<file path="src/rtl/rx_integ_dump_pkg.sv">
// Shared constants, register field layout and config decode for the
// four-channel integrate-and-dump decimator.
package rx_pkg;

   localparam int NUM_LANES = 4;
   localparam int SMP_W     = 16;
   localparam int ACC_W_DEF = 24;           // 16 + log2(256): a full window cannot overflow

   localparam logic [6:0] REG_ADDR_DEF = 7'd40;

   // control register field positions
   localparam int DM1_LSB   = 0;            // decimation minus one, 8 bits
   localparam int SHIFT_LSB = 8;            // output shift, 5 bits
   localparam int MASK_LSB  = 16;           // channel enable mask, 4 bits

   localparam logic [3:0] SHIFT_MAX = 4'd8;

   // saturation limits of the 16-bit output samples
   localparam int SAT_MAX = 32767;
   localparam int SAT_MIN = -32768;
   localparam logic [SMP_W-1:0] SMP_MAX = 16'h7fff;
   localparam logic [SMP_W-1:0] SMP_MIN = 16'h8000;

   typedef struct packed {
      logic [7:0]           dm1;
      logic [3:0]           shift;
      logic [NUM_LANES-1:0] mask;
   } cfg_t;

   localparam cfg_t CFG_RST = '{dm1: 8'd0, shift: 4'd0, mask: '0};

   // Pull the live fields out of a register write; shifts beyond 8 clamp to 8.
   function automatic cfg_t decode_cfg(input logic [31:0] d);
      cfg_t c;
      c.dm1   = d[DM1_LSB +: 8];
      c.shift = (d[SHIFT_LSB +: 5] > 5'(SHIFT_MAX)) ? SHIFT_MAX : d[SHIFT_LSB +: 4];
      c.mask  = d[MASK_LSB +: NUM_LANES];
      return c;
   endfunction

endpackage

</file>
<file path="src/rtl/rx_integ_dump_if.sv">
// Serial register bus carrying decimation, shift and channel mask writes.
interface rx_integ_dump_if;
   logic [6:0]  serial_addr;
   logic [31:0] serial_data;
   logic        serial_strobe;

   modport master (output serial_addr, output serial_data, output serial_strobe);
   modport slave  (input  serial_addr, input  serial_data, input  serial_strobe);
endinterface

</file>
<file path="src/rtl/rx_shift_sat.sv">
// Combinational per-lane arithmetic right shift of an accumulator followed by
// saturation to a signed 16-bit sample; clip_o marks a clipped result.
module rx_shift_sat
   import rx_pkg::*;
#(
   parameter int ACC_W = ACC_W_DEF
) (
   input  logic signed [ACC_W-1:0] acc_i,
   input  logic        [3:0]       shift_i,
   output logic signed [SMP_W-1:0] smp_o,
   output logic                    clip_o
);

   localparam logic signed [ACC_W-1:0] MAX_V = ACC_W'(SAT_MAX);
   localparam logic signed [ACC_W-1:0] MIN_V = ACC_W'(SAT_MIN);

   logic signed [ACC_W-1:0] shd;

   // floor-shift then clamp into the 16-bit range
   always_comb begin
      shd    = acc_i >>> shift_i;
      smp_o  = shd[SMP_W-1:0];
      clip_o = 1'b0;
      if (shd > MAX_V) begin
         smp_o  = SMP_MAX;
         clip_o = 1'b1;
      end else if (shd < MIN_V) begin
         smp_o  = SMP_MIN;
         clip_o = 1'b1;
      end
   end

endmodule

</file>
<file path="src/rtl/rx_integ_dump.sv">
// Four-channel integrate-and-dump decimator: accumulates D strobed samples per
// enabled channel, then emits sat16(sum >>> S) with a one-cycle rxstrobe.
module rx_integ_dump
   import rx_pkg::*;
#(
   parameter logic [6:0] REG_ADDR = REG_ADDR_DEF,
   parameter int         ACC_W    = ACC_W_DEF
) (
   input  logic                    rxclk,
   input  logic                    reset,
   input  logic                    adc_strobe,
   input  logic signed [SMP_W-1:0] adc_0,
   input  logic signed [SMP_W-1:0] adc_1,
   input  logic signed [SMP_W-1:0] adc_2,
   input  logic signed [SMP_W-1:0] adc_3,
   rx_integ_dump_if.slave          ser,
   input  logic                    clear_status,
   output logic                    rxstrobe,
   output logic [NUM_LANES-1:0]    channels,
   output logic signed [SMP_W-1:0] ch_0,
   output logic signed [SMP_W-1:0] ch_1,
   output logic signed [SMP_W-1:0] ch_2,
   output logic signed [SMP_W-1:0] ch_3,
   output logic                    sat_flag,
   output logic [31:0]             debugbus
);

   cfg_t                                cfg_q, cfg_d;
   logic [7:0]                          cnt_q, cnt_d;
   logic [NUM_LANES-1:0][ACC_W-1:0]     acc_q, acc_d, acc_nxt;
   logic [NUM_LANES-1:0][SMP_W-1:0]     ch_q, ch_d;
   logic [NUM_LANES-1:0][SMP_W-1:0]     adc_v, sat_smp;
   logic [NUM_LANES-1:0]                clip;
   logic                                rxstrobe_q, rxstrobe_d;
   logic                                sat_flag_q, sat_flag_d;
   logic                                reg_wr, smp_en, dump, sat_set;

   assign adc_v = {adc_3, adc_2, adc_1, adc_0};

   // a write wins over a coincident sample; an all-off mask freezes the window
   assign reg_wr = ser.serial_strobe && (ser.serial_addr == REG_ADDR);
   assign smp_en = adc_strobe && !reg_wr && (|cfg_q.mask);
   assign dump   = smp_en && (cnt_q == cfg_q.dm1);

   // running sum including the current sample; restarts at window start
   always_comb begin
      acc_nxt = '0;
      for (int k = 0; k < NUM_LANES; k++) begin
         if (cfg_q.mask[k])
            acc_nxt[k] = ((cnt_q == 8'd0) ? '0 : acc_q[k])
                       + {{(ACC_W-SMP_W){adc_v[k][SMP_W-1]}}, adc_v[k]};
      end
   end

   for (genvar g = 0; g < NUM_LANES; g++) begin : g_lane
      rx_shift_sat #(.ACC_W(ACC_W)) u_shift_sat (
         .acc_i   (acc_nxt[g]),
         .shift_i (cfg_q.shift),
         .smp_o   (sat_smp[g]),
         .clip_o  (clip[g])
      );
   end

   // register decode, window counter and accumulator update
   always_comb begin
      cfg_d = cfg_q;
      cnt_d = cnt_q;
      acc_d = acc_q;
      if (reg_wr) begin
         cfg_d = decode_cfg(ser.serial_data);
         cnt_d = '0;
         acc_d = '0;
      end else if (smp_en) begin
         acc_d = acc_nxt;
         cnt_d = dump ? 8'd0 : cnt_q + 8'd1;
      end
   end

   // output sample registers and valid pulse on a dump
   always_comb begin
      ch_d       = ch_q;
      rxstrobe_d = 1'b0;
      sat_set    = 1'b0;
      if (dump) begin
         rxstrobe_d = 1'b1;
         sat_set    = |(clip & cfg_q.mask);
         for (int k = 0; k < NUM_LANES; k++)
            ch_d[k] = cfg_q.mask[k] ? sat_smp[k] : '0;
      end
   end

   // sticky saturation flag; a new clip beats a coincident clear
   always_comb begin
      sat_flag_d = sat_set | (sat_flag_q & ~clear_status);
   end

   // state registers
   always_ff @(posedge rxclk) begin
      if (reset) begin
         cfg_q      <= CFG_RST;
         cnt_q      <= '0;
         acc_q      <= '0;
         ch_q       <= '0;
         rxstrobe_q <= 1'b0;
         sat_flag_q <= 1'b0;
      end else begin
         cfg_q      <= cfg_d;
         cnt_q      <= cnt_d;
         acc_q      <= acc_d;
         ch_q       <= ch_d;
         rxstrobe_q <= rxstrobe_d;
         sat_flag_q <= sat_flag_d;
      end
   end

   assign rxstrobe = rxstrobe_q;
   assign channels = cfg_q.mask;
   assign ch_0     = ch_q[0];
   assign ch_1     = ch_q[1];
   assign ch_2     = ch_q[2];
   assign ch_3     = ch_q[3];
   assign sat_flag = sat_flag_q;
   assign debugbus = {21'd0, sat_flag_q, rxstrobe_q, adc_strobe, cnt_q};

endmodule
</file>
<file path="src/flat_wrapper.sv">
// flat-port wrapper written by rule: the top's interface ports become plain ports
module rx_integ_dump_flat import rx_pkg::*;
#(
   parameter logic [6:0] REG_ADDR = REG_ADDR_DEF,
   parameter int         ACC_W    = ACC_W_DEF
)
  (rxclk, reset, adc_strobe, adc_0, adc_1, adc_2, adc_3, clear_status, rxstrobe, channels, ch_0, ch_1, ch_2, ch_3, sat_flag, debugbus, ser_serial_addr, ser_serial_data, ser_serial_strobe);
  rx_integ_dump_if ser_i ();
  input  logic rxclk;
  input  logic reset;
  input  logic adc_strobe;
  input  logic signed [SMP_W-1:0] adc_0;
  input  logic signed [SMP_W-1:0] adc_1;
  input  logic signed [SMP_W-1:0] adc_2;
  input  logic signed [SMP_W-1:0] adc_3;
  input  logic clear_status;
  output logic rxstrobe;
  output logic [NUM_LANES-1:0] channels;
  output logic signed [SMP_W-1:0] ch_0;
  output logic signed [SMP_W-1:0] ch_1;
  output logic signed [SMP_W-1:0] ch_2;
  output logic signed [SMP_W-1:0] ch_3;
  output logic sat_flag;
  output logic [31:0] debugbus;
  input wire logic [$bits(ser_i.serial_addr)-1:0] ser_serial_addr;
  input wire logic [$bits(ser_i.serial_data)-1:0] ser_serial_data;
  input wire logic [$bits(ser_i.serial_strobe)-1:0] ser_serial_strobe;
  assign ser_i.serial_addr = ser_serial_addr;
  assign ser_i.serial_data = ser_serial_data;
  assign ser_i.serial_strobe = ser_serial_strobe;
  rx_integ_dump #(.REG_ADDR(REG_ADDR), .ACC_W(ACC_W)) u_core (.rxclk(rxclk), .reset(reset), .adc_strobe(adc_strobe), .adc_0(adc_0), .adc_1(adc_1), .adc_2(adc_2), .adc_3(adc_3), .ser(ser_i), .clear_status(clear_status), .rxstrobe(rxstrobe), .channels(channels), .ch_0(ch_0), .ch_1(ch_1), .ch_2(ch_2), .ch_3(ch_3), .sat_flag(sat_flag), .debugbus(debugbus));
endmodule
</file>
<file path="config.mk">
export PLATFORM = sky130hd
export DESIGN_NAME = rx_integ_dump_flat
export DESIGN_NICKNAME = d
export VERILOG_FILES = /design/src/rtl/rx_integ_dump_pkg.sv /design/src/rtl/rx_integ_dump_if.sv /design/src/rtl/rx_shift_sat.sv /design/src/rtl/rx_integ_dump.sv /design/src/flat_wrapper.sv
export SDC_FILE = /design/constraint.sdc
export NUM_CORES = 1
export LEC_CHECK = 0
export ABC_AREA = 1
export CORE_MARGIN = 3
export CORE_UTILIZATION = 60
export DETAILED_ROUTE_END_ITERATION = 10
export DONT_BUFFER_PORTS = 1
export HOLD_SLACK_MARGIN = 0.12
export MAX_ROUTING_LAYER = met4
export PLACE_DENSITY = 0.76
export SETUP_SLACK_MARGIN = 0.05
export SYNTH_ARGS = -nofsm -noshare
export SYNTH_HDL_FRONTEND = slang
export SYNTH_HIERARCHICAL = 1
export SYNTH_SLANG_ARGS = --single-unit
</file>
<file path="constraint.sdc">
create_clock -name rxclk -period 5.25 [get_ports rxclk]
set_clock_uncertainty 0.1 [all_clocks]
set_input_delay 1.05 -clock rxclk [delete_from_list [all_inputs] [get_ports rxclk]]
set_output_delay 1.05 -clock rxclk [all_outputs]
set_load 0.01 [all_outputs]
</file>
==> impl_metrics.toml, run 1 <==
[status]
status = "finished clean"

[global_route]
antenna_found_initial = 3
grt_overflow = 0
grt_max_degree = 90
grt_usage_pct = 35.1
grt_pass1_vias = 20417
grt_first_pass_wirelength_um = 102000

[timing]
timing.final.setup_violations = 0
finalSetupTns_ns = 0
relSlewSlack_pct = 21.3
fmax_ghz = 0.207
tightest_slew_ns = 1.18
rsz0062_at_grt = "no"
slew_viol_final = 0
period_share_pct = 92.0
hold_violations = 0
whs_ns = 0.359
finalCriticalPeriod_ns = 4.83

[synthesis]
synth_edf_count = 0
synthesis.instances = 3726
synth_area_per_cell_um2 = 5.55
synthTopCellsByArea = "nand2_1 23%, dfxtp_1 18%, inv_1 10%"
ys_seq_elements = 186
synth_top_area_share_pct = 23.4
yosysWarnings = 6
seq_area_frac_synth_pct = 18.0
yosys_most_used_dff = "dfxtp_1"
yosys.area.top_type = "nand2_1"
ys_types = 51
synth_async_sr_flop_share_pct = 0
syn-cell-area_um2 = 20700

[finish]
area_growth_syn_to_layout_pct = 1.31
multi_input_area_um2 = 13600
nNetsFinal = 3812
regArea_um2 = 3730
fillers = 3502
layout-drive-gt1-share_pct = 6.44

[cts]
htreeDepth = 4
cts-root-buf = "clkbuf_16"
insertion_delay_ns = 0.47
numCtsBuffers = 17
cts_tree = "yes"
cts_num_sinks = 186
hold_buffers = 0
postCtsSetupRepairBufs = 0
clk_path_buf_depth = 2
path_clk_slew_ns = 0.08

[floorplan]
ios = 210
chipHeight_um = 192
dieArea_um2 = 36700
die_w_um = 192
num_rows = 67
core_area_um2 = 33800
start_util_pct = 61.2

[pwr]
ir_drop_v = 0.000267
p_leak_uw = 0.0110
powerDensity_nw_per_um2 = 143
power_uw = 3000

[critical_path]
path_delay_family = "simple AND/OR/NAND/NOR gates"
crit_slowest_cell = "fa_1"
worstSetupPathType = "register to register"
reg2reg_slack_ns = 0.42
crit_path_start_kind = "register"
cp.arrival_ns = 5.09
worst-path-buf-inv = 6
crit_top_cell = "nand2_1"
crit_path_max_fanout = 23
r2r_end = "u_core/sat_flag"
cp_data_required_time_ns = 5.51
endpoint_kind = "register"
crit_path_max_incr_delay_ns = 0.43
timing.rr.start = "u_core/cnt_q[7]"
r2r_cells = 33

[place]
port_buffers = 0
gp_routability_congestion = 0.983
place_hpwl_um = 47700

[routing]
drtAntennaViolNets = 0
remaining_drc_errors = 0
drt-pass1-iter-count = 8
drt-total-wl_um = 64100
vias = 22599
wl_per_cell_um = 15.8
vias_per_cell = 5.55
drtIter0Drc = 2246

[min_path]
min_to = "u_core/acc_q[24]"
hold_path.class = "register to register"
min_from = "u_core/acc_q[24]"
holdPathStages = 2

[run]
maxCapViolations = 0
final cells by class:
class,instances,share of cell area [%]
inverters,585,10.6
flip-flops and latches,186,17.8
clock buffers,18,2.05
clock inverters,14,0.621
multi-input cells,2788,64.9
repair buffers,28,1.29
well taps,448,2.68
diodes,4,0.0478
report_power, final:
part           leakage (uW)  internal, uW  total, uW  switching [uW]
sequential          0.00150          1420       1420            4.27
combinational       0.00927          78.3        261             183
clock              0.000270           630       1310             684
total                0.0110          2120       3000             871
layout by cell type, fill, tap and decap left out, types with 5 or more instances in the layout:
cell type	instances
nand3_1	322
xor2_1	6
or3_1	6
nand3b_1	36
o21ai_0	198
and2_1	14
o21a_1	8
nand2_1	1290
inv_2	27
nor2_1	313
or2_2	5
mux2i_1	16
dfxtp_1	182
a211oi_1	9
nand3_2	55
a21oi_2	10
a21oi_1	223
buf_4	24
clkbuf_16	19
inv_6	9
nand4_1	26
nor3_1	15
xnor2_1	7
ha_1	94
inv_1	548
conb_1	21
nand2_4	16
nand2_2	45
what timing repair did:
item | in CTS | in global routing
gates resized for setup | 0 | 2
hold endpoints to repair | 0 | 0
endpoints found under the setup margin | 0 | 1
cell families after synthesis:
kind of cell             count (synthesis)  share of synthesized area, %
adder cells (fa/ha/maj)                 98                          6.07
AO/OA/AOI/OAI                          485                          12.6
flip-flops                             186                          18.0
XOR/XNOR                                13                         0.551
other                                    1                        0.0181
AND/OR/NAND/NOR                       2155                          45.4
buffers and inverters                  772                          16.6
multiplexers                            16                         0.774
layer usage:
metal	track usage [%]	share of wire (%)	up-vias
met5	-	0	-
met4	10.0	2.6	0
met3	6.32	8.8	110
met1	46.0	44	10172
li1	-	-	11379
met2	55.6	44	938
Yosys cell counts (5+ instances only):
library cell and n:
o21a_1 8, inv_1 551, ha_1 94, nand3b_1 36, and2_1 14, nand2_2 45
buf_12 8, nand2_1 1290, buf_6 14, clkbuf_1 55, buf_1 7, nand3_2 55
xor2_1 6, or2_2 5, xnor2_1 7, nand3_1 322, buf_2 57, a211oi_1 9
or3_1 6, buf_8 5, inv_2 26, o21ai_0 198, nor3_1 15, nor2_1 313
dfxtp_1 186, buf_4 41, a21oi_2 10, a21oi_1 223, mux2i_1 16, nand2_4 16
nand4_1 26
registers in the layout, indices dropped and copies added, names as in the netlist:
register / count
u_core/acc_q: 96
u_core/rxstrobe: 1
u_core/channels: 4
u_core/ch_3: 16
u_core/ch_1: 16
u_core/sat_flag: 1
u_core/ch_0: 16
u_core/ch_2: 16
u_core/cfg_q: 12
u_core/cnt_q: 8
through the flow:
stage | std cells | cell area (um2) | setup WS, ns | util (%)
floorplan | 3746 | 20800 | 1.10 | -
global placement | 4033 | 20300 | 0.537 | 60.2
detailed placement | 4033 | 20300 | 0.532 | 60.2
CTS | 4065 | 20900 | 0.496 | 61.8
global route | 4069 | 20900 | 0.0630 | 62.0
finish | 4071 | 21000 | 0.420 | 62.0
worst register-to-register path, delay by kind of cell (launching register included):
kind            cells  cell delay, ns
simple gates       24            2.59
fa+ha+maj           2            0.67
buf+inv             6            0.82
flops               1            0.41
compound gates      1            0.14
how the worst max path moves through the flow:
stage | from | end | slack (ns) | depth (start not counted)
floorplan | u_core/cnt_q[0] | u_core/sat_flag | 1.10 | 34
global placement | u_core/cnt_q[7] | u_core/sat_flag | 0.54 | 33
detailed placement | u_core/cnt_q[7] | u_core/sat_flag | 0.53 | 33
CTS | u_core/cnt_q[7] | u_core/sat_flag | 0.50 | 33
global route | u_core/cnt_q[0] | u_core/sat_flag | 0.06 | 33
finish | u_core/cnt_q[7] | u_core/sat_flag | 0.42 | 33
(Power assumes the default switching activity.)
==> run 2, diff against run 1 <==
--- a/config.mk
+++ b/config.mk
@@ -6,8 +6,10 @@
 export NUM_CORES = 1
 export LEC_CHECK = 0
 export ABC_AREA = 1
+export CAP_MARGIN = 10
 export CORE_MARGIN = 3
 export CORE_UTILIZATION = 60
+export CTS_BUF_LIST = sky130_fd_sc_hd__clkbuf_16
 export DETAILED_ROUTE_END_ITERATION = 10
 export DONT_BUFFER_PORTS = 1
 export HOLD_SLACK_MARGIN = 0.12
==> run 2 against run 1 <==
Effect of this change: power is essentially flat; worst setup slack worse by 0.011 ns; combinational power is essentially flat; utilization did not move; critical path type unchanged.
==> impl_metrics.toml, run 2 (synthesis results as in run 1) <==
[status]
status = "finished clean"

[routing]
wl_per_cell_um = 15.7
drtIter0Drc = 2257
vias_per_cell = 5.56
drt-pass1-iter-count = 8
drt-total-wl_um = 64100
remaining_drc_errors = 0
drtAntennaViolNets = 0
vias = 22615

[finish]
area_growth_syn_to_layout_pct = 1.31
final_cell_mix = "1290 x nand2_1, 549 x inv_1, 322 x nand3_1, 313 x nor2_1, 223 x a21oi_1"
layout-drive-gt1-share_pct = 6.44
nNetsFinal = 3812
multi_input_area_um2 = 13600
regArea_um2 = 3730
final_area_um2 = 21000
top_register = "u_core/acc_q"
largest_register_ffs = 96
fillers = 3502
final_common_cell = "nand2_1"

[timing]
relSlewSlack_pct = 21.5
slew_viol_final = 0
tightest_slew_ns = 1.18
timing.final.setup_violations = 0
fmax_ghz = 0.207
setup_ws_ns = 0.408
rsz0062_at_grt = "no"
finalCriticalPeriod_ns = 4.84
finalSetupTns_ns = 0
period_share_pct = 92.2
hold_violations = 0

[min_path]
hold_path.class = "register to register"
min_to = "u_core/acc_q[24]"
min_from = "u_core/acc_q[24]"
holdPathStages = 2

[place]
pre_cts_ws_ns = 0.532
port_buffers = 0
place_hpwl_um = 47700
gp_routability_congestion = 0.983
dpl_cell_area_um2 = 20300

[cts]
path_clk_slew_ns = 0.08
insertion_delay_ns = 0.47
cts_num_sinks = 186
cts-root-buf = "clkbuf_16"
cts_tree = "yes"
htreeDepth = 4
numCtsBuffers = 17
clk_path_buf_depth = 2
hold_buffers = 0

[floorplan]
dieArea_um2 = 36700
num_rows = 67
ios = 210
chipHeight_um = 192
die_w_um = 192
start_util_pct = 61.2
core_area_um2 = 33800

[critical_path]
r2r_end = "u_core/sat_flag"
worstSetupPathType = "register to register"
cp_data_required_time_ns = 5.51
timing.rr.start = "u_core/cnt_q[7]"
r2r_cells = 33
cp.arrival_ns = 5.11
crit_top_cell = "nand2_1"
crit_path_max_fanout = 23
endpoint_kind = "register"
reg2reg_slack_ns = 0.41
crit_path_max_incr_delay_ns = 0.43
startpoint = "u_core/cnt_q[7]"
crit_path_start_kind = "register"
crit_slowest_cell = "fa_1"

[global_route]
antenna_found_initial = 3
grt_usage_pct = 35.1
grt_max_degree = 90
grt_overflow = 0
grt_pass1_vias = 20415
grt_first_pass_wirelength_um = 102000

[pwr]
pwr-share-comb_pct = 8.7
switching_share_pct = 29.1
switchingPower_uw = 871
seq_power_share_pct = 47.5
ir_drop_v = 0.000267
internal-power_uw = 2120
p_leak_uw = 0.0110
powerDensity_nw_per_um2 = 143
p_clk_share_pct = 43.8

[run]
maxCapViolations = 0
## run 2: timing repair
action | CTS | global route
buffers inserted | 0 | 0
endpoints found under the setup margin | 0 | 1
gates resized for setup | 0 | 2
## run 2: cell type report
| class | count | area share (%) |
|---|---|---|
| clock buffers | 17 | 2.03 |
| multi-input cells | 2788 | 64.9 |
| diodes | 4 | 0.0478 |
| flip-flops and latches | 186 | 17.8 |
| well taps | 448 | 2.68 |
| repair buffers | 28 | 1.29 |
| clock inverters | 15 | 0.639 |
| inverters | 585 | 10.6 |
## run 2: per-layer routing
layer | track usage (%) | up-vias | share of wire [%]
li1 | - | 11377 | -
met1 | 46.0 | 10197 | 45
met2 | 55.6 | 937 | 44
met3 | 6.32 | 104 | 8.5
met4 | 10.0 | 0 | 2.6
met5 | - | - | 0
## run 2: power by group through the flow
stage,logic (uW),registers (uW),clock network (uW)
6_report,261,1420,1310
5_1_grt,295,1420,1390
4_1_cts,255,1420,1340
3_5_place_dp,253,1450,0
3_3_place_gp,248,1450,0
2_1_floorplan,224,1450,0
## run 2: worst max-delay path by stage
stage / end / slack (ns) / depth (start not counted)
final: u_core/sat_flag / 0.41 / 33
after global routing: u_core/sat_flag / 0.06 / 33
after CTS: u_core/sat_flag / 0.50 / 33
after detailed placement: u_core/sat_flag / 0.53 / 33
after global placement: u_core/sat_flag / 0.54 / 33
after floorplan: u_core/sat_flag / 1.10 / 34
## run 2: through the flow
step                      util (%)  std cells  hold slack [ns]  total power (uW)
after floorplan                  -       3746            0.330              1680
after global placement        60.2       4033            0.343              1700
after detailed placement      60.2       4033            0.347              1710
after CTS                     61.8       4065            0.359              3010
after global routing          62.0       4069            0.383              3110
final                         62.0       4071            0.359              2990
## run 2: critical path: cells and delay by family, from the launching register on
family,cells,cell delay [ns]
buf+inv,6,0.82
fa+ha+maj,2,0.67
compound gates,1,0.14
simple gates,24,2.60
flops,1,0.41
